==> src/rtl/squeeze_output_stage.sv <==
// Output stage of the SHAKE pipeline: holds one squeezed rate block and drains
// it as a length-trimmed valid/ready word stream.
module squeeze_output_stage #(
    parameter int WORD_WIDTH = 64,
    parameter int RATE_MAX   = 1344
) (
    input  logic                  clk,
    input  logic                  rst,
    input  logic [RATE_MAX-1:0]   rate_input,
    input  logic [1:0]            operation_mode_in,
    input  logic [31:0]           output_size_in,
    input  logic                  output_buffer_we,
    input  logic                  output_buffer_available_clr,
    input  logic                  last_output_block_wr,
    output logic                  output_buffer_available,
    output logic [WORD_WIDTH-1:0] data_out,
    output logic                  data_out_valid,
    input  logic                  data_out_ready,
    output logic                  data_out_last
);

    localparam int          RATE_WORDS   = RATE_MAX / WORD_WIDTH;
    localparam int          SHIFT_W      = $clog2(WORD_WIDTH);
    localparam logic [4:0]  LAST_IDX_128 = 5'(RATE_WORDS - 1);
    localparam logic [4:0]  LAST_IDX_256 = 5'(1088 / WORD_WIDTH - 1);
    localparam logic [31:0] WORD_BITS    = 32'(WORD_WIDTH);

    typedef enum logic {IDLE, DRAIN} state_t;

    function automatic logic [31:0] sat_sub_word(input logic [31:0] rem);
        return (rem > WORD_BITS) ? rem - WORD_BITS : '0;
    endfunction

    // Bits at or above the remaining length are forced to zero on a short word.
    function automatic logic [WORD_WIDTH-1:0] trim_word(input logic [WORD_WIDTH-1:0] w,
                                                        input logic [31:0] rem);
        logic [WORD_WIDTH-1:0] mask;
        mask = '1;
        if (rem < WORD_BITS) mask = ~({WORD_WIDTH{1'b1}} << rem[SHIFT_W-1:0]);
        return w & mask;
    endfunction

    state_t                state_q, state_d;
    logic                  avail_q, avail_d;
    logic                  in_msg_q, in_msg_d;
    logic [31:0]           rem_q, rem_d;
    logic [4:0]            idx_q, idx_d;
    logic                  mode128_q, mode128_d;
    logic                  last_flag_q, last_flag_d;
    logic [WORD_WIDTH-1:0] buf_q [RATE_WORDS];
    logic [WORD_WIDTH-1:0] buf_d [RATE_WORDS];

    logic                  fire;
    logic                  final_word;
    logic                  avail_set;
    logic [WORD_WIDTH-1:0] cur_word;

    assign cur_word                = buf_q[idx_q];
    assign data_out_valid          = (state_q == DRAIN) && (rem_q != '0);
    assign fire                    = data_out_valid && data_out_ready;
    assign final_word              = (idx_q == (mode128_q ? LAST_IDX_128 : LAST_IDX_256))
                                     || (rem_q <= WORD_BITS);
    assign data_out_last           = data_out_valid && final_word
                                     && ((rem_q <= WORD_BITS) || last_flag_q);
    assign data_out                = data_out_valid ? trim_word(cur_word, rem_q) : '0;
    assign output_buffer_available = avail_q;

    always_comb begin
        state_d     = state_q;
        in_msg_d    = in_msg_q;
        rem_d       = rem_q;
        idx_d       = idx_q;
        mode128_d   = mode128_q;
        last_flag_d = last_flag_q;
        buf_d       = buf_q;
        avail_set   = 1'b0;

        case (state_q)
            IDLE: begin
                if (output_buffer_we) begin
                    for (int i = 0; i < RATE_WORDS; i++) begin
                        buf_d[i] = rate_input[i*WORD_WIDTH +: WORD_WIDTH];
                    end
                    mode128_d   = (operation_mode_in == 2'b00);
                    last_flag_d = last_output_block_wr;
                    if (!in_msg_q) begin
                        rem_d    = output_size_in;
                        in_msg_d = 1'b1;
                    end
                    idx_d   = '0;
                    state_d = DRAIN;
                end
            end
            DRAIN: begin
                // Nothing left to send for this message: close the block without words.
                if (rem_q == '0) begin
                    state_d   = IDLE;
                    avail_set = 1'b1;
                    in_msg_d  = 1'b0;
                end else if (fire) begin
                    idx_d = idx_q + 5'd1;
                    rem_d = sat_sub_word(rem_q);
                    if (final_word) begin
                        state_d   = IDLE;
                        avail_set = 1'b1;
                    end
                    if (data_out_last) in_msg_d = 1'b0;
                end
            end
            default: state_d = IDLE;
        endcase

        // The permute stage's clear takes priority over the end-of-drain set.
        if (output_buffer_available_clr) avail_d = 1'b0;
        else if (avail_set)              avail_d = 1'b1;
        else                             avail_d = avail_q;
    end

    always_ff @(posedge clk) begin
        if (rst) begin
            state_q     <= IDLE;
            avail_q     <= 1'b1;
            in_msg_q    <= 1'b0;
            rem_q       <= '0;
            idx_q       <= '0;
            mode128_q   <= 1'b1;
            last_flag_q <= 1'b0;
        end else begin
            state_q     <= state_d;
            avail_q     <= avail_d;
            in_msg_q    <= in_msg_d;
            rem_q       <= rem_d;
            idx_q       <= idx_d;
            mode128_q   <= mode128_d;
            last_flag_q <= last_flag_d;
        end
    end

    always_ff @(posedge clk) begin
        buf_q <= buf_d;
    end

endmodule
==> config.mk <==
export PLATFORM = sky130hd
export DESIGN_NAME = squeeze_output_stage
export DESIGN_NICKNAME = d
export VERILOG_FILES = /design/src/rtl/squeeze_output_stage.sv
export SDC_FILE = /design/constraint.sdc
export NUM_CORES = 1
export LEC_CHECK = 0
export BUFFER_PORTS_ARGS = -buffer_cell sky130_fd_sc_hd__buf_2
export CAP_MARGIN = 20
export CELL_PAD_IN_SITES_DETAIL_PLACEMENT = 1
export CELL_PAD_IN_SITES_GLOBAL_PLACEMENT = 2
export CORE_AREA = 2 2 561 563
export CTS_CLUSTER_SIZE = 14
export DETAILED_ROUTE_END_ITERATION = 10
export DIE_AREA = 0 0 563 565
export PLACE_DENSITY_LB_ADDON = 0.1
export SLEW_MARGIN = 20
export SYNTH_ARGS = -nofsm -noshare
export SYNTH_HDL_FRONTEND = slang
export SYNTH_SLANG_ARGS = --single-unit
==> constraint.sdc <==
create_clock -name clk -period 45.9 [get_ports clk]
set_input_delay 9.18 -clock clk [delete_from_list [all_inputs] [get_ports clk]]
set_output_delay 9.18 -clock clk [all_outputs]
set_load 0.01 [all_outputs]
==> results.cfg <==
[yosys]
synthCells = 2836
netlist_area_um2 = 54790
synth.net_count = 4224
synth_edf_count = 1344
synth.top_cell.area_share_pct = 73.67
synthTopCellsByArea = edfxtp_1 74%, mux4_2 13%, nand2_1 1.7%, dfxtp_1 1.5%, a22oi_1 0.93%
synthArstFlopShare_pct = 0
synthFlopType = edfxtp_1
ys_seq_area_share_pct = 75.20
synth-seq-cells = 1386
synth_warnings = 0
syn_area_per_cell_um2 = 19.32
ys_types = 75
yosys.area.top_type = edfxtp_1
yosys-top-cells-count = 1344 x edfxtp_1, 319 x mux4_2, 248 x nand2_1
synth_most_common_cell = edfxtp_1

[clock_tree]
insertion_delay_ps = 850
clkTransAtPathRegs_ps = 60
cts_resized = 0
post_cts_buffers = 0
cts_tree = yes
cts_sinks = 1386
cts_max_level = 4
cts_buffers = 182
clockBufferDepth = 4
root_buffer = clkbuf_16
postCtsHoldBufs = 0

[pwr]
leakage_nw = 26.13
vdd_drop_max_mv = 0.02584
p_per_area_nw_per_um2 = 45.77

[route]
drt_iter0_markers = 2731
firstDrtPassIters = 5
top_layer_used = met5
routedWlPerCell_um = 33.76
wl_um = 296200
drc = 0
wl_met2_um = 151800
drt-met1-wl_um = 106100
vias_per_cell = 4.095
vias = 35920
postRouteAntennaNets = 0
route.met3.wl_um = 28090

[timing]
rsz0062_at_grt = no
fin_worst_skew_ps = 35.40
hold_viol = 0
fin_ws_ps = 31470
slew_headroom_pct = 23.97
drv_slew = 0
fmax_mhz = 69.30
post-route-min-period_ps = 14430
setup_tns_ps = 0
tightest_slew_ps = 1137
setup_viol = 0
min_period_over_period_pct = 31.44

[finish]
syn_to_final_growth_pct = 33.25
layout.nets = 5740
fillers = 33760
ff_latch_area_um2 = 41220
drive_above_1_share_pct = 47.12
post-route-util_pct = 23.44
multiInputGateArea_um2 = 12720

[setup_path]
path_max_fanout = 72
end_kind = output pin
critPathArrivalTime_ps = 5250
required_ps = 36720
startpoint_type = flip-flop
path_class = flip-flop to output pin

[grt]
grt_pass1_vias = 37930
track_usage_pct = 18.00
antenna_found_initial = 520
gr-total-overflow = 0
grt_pass1_wl_um = 378200
grt_max_degree = 159

[floorplanning]
num_io_pins = 1451
placementRows = 205
start_util_pct = 17.59
die_w_um = 563
dieHeight_um = 565
die_area_um2 = 318100
core_um2 = 311400

[job]
cap_violations = 0

[placed_design]
dp_worst_setup_slack_ps = 30850
io_buffer_count = 1450
gp_congestion = 0.7623
hpwlAfterDp_um = 230700

[outcome]
status = finished, final reports clean

[min_path]
hold_class = flip-flop to flip-flop
## logic make-up after synthesis
kind of cell | after synthesis | share of synthesized area (%)
AO/OA/AOI/OAI | 385 | 4.926
adder cells (fa/ha/maj) | 4 | 0.09136
multiplexers | 355 | 13.78
flip-flops | 1386 | 75.20
XOR/XNOR | 1 | 0.01599
AND/OR/NAND/NOR | 489 | 4.287
buffers and inverters | 216 | 1.701
## final timing paths
kind / from / end / slack, ps / depth (start not counted)
min: rem_q[23] / rem_q[23] / 500 / 2
min reg2reg: rem_q[23] / rem_q[23] / 500 / 2
max: idx_q[0] / data_out[31] / 31470 / 9
max reg2reg: state_q / buf_q[585] / 39010 / 9
## area by class of cell
type | count | share of cell area (%)
inverters | 25 | 0.1560
repair buffers | 1523 | 10.79
clock buffers | 238 | 6.614
multi-input cells | 1234 | 17.42
flip-flops and latches | 1386 | 56.47
diodes | 140 | 0.4799
well taps | 4140 | 7.096
clock inverters | 87 | 0.9752
## worst max-delay path: stages (launching register included)
cell     delay [ps]
dfxtp_4         540
buf_4           560
buf_12          570
buf_4           570
mux4_2          580
a22oi_1         430
nor2_1          160
a21oi_1         310
nor2_1          200
buf_2           210
## through the flow
| step | power [mW] | area (um^2) | std cells | hold slack, ps |
|---|---|---|---|---|
| after global routing | 3.484 | 72720 | 8661 | 535.9 |
| after global placement | 2.018 | 67100 | 8308 | 485.7 |
| after floorplan | 1.892 | 54790 | 2836 | 449.9 |
| after CTS | 3.420 | 72650 | 8633 | 504.1 |
| final | 3.341 | 73000 | 8773 | 499.8 |
| after detailed placement | 2.019 | 67110 | 8308 | 490.1 |
## registers in the layout, summed over array words and instances, names as in the netlist
| register | cells |
|---|---|
| last_flag_q | 1 |
| idx_q | 5 |
| mode128_q | 1 |
| buf_q | 1344 |
| rem_q | 32 |
| output_buffer_available | 1 |
| in_msg_q | 1 |
| state_q | 1 |
## layer usage
layer	up-vias	track usage (%)
met3	947	7.442
li1	15030	-
met4	254	3.692
met5	-	0
met1	17940	19.30
met2	1753	32.87
## cell usage in the layout, fill, tap and decap left out, drive strengths merged, types with 11 or more instances in the layout
master	synthesis	final
a21oi	74	74
a22oi	69	69
a31oi	35	35
a32oi	14	14
and3	36	36
buf	87	1523
clkbuf	104	238
clkinv	1	70
dfxtp	42	42
diode	0	140
edfxtp	1344	1344
inv	24	30
mux2i	34	34
mux4	319	319
nand2	248	248
nand3	66	66
nor2	47	47
nor2b	11	11
nor3	20	20
nor4	12	12
nor4b	11	11
o211a	20	20
o21ai	68	68
o22ai	13	13
o32ai	20	20
## power breakdown
| group | internal [mW] | switching [mW] | leakage (nW) |
|---|---|---|---|
| Combinational | 0.157 | 0.272 | 10.3 |
| Sequential | 1.51 | 0.0355 | 13.2 |
| Clock | 0.789 | 0.581 | 2.69 |
Note: power is estimated with default switching activity, not from simulation.
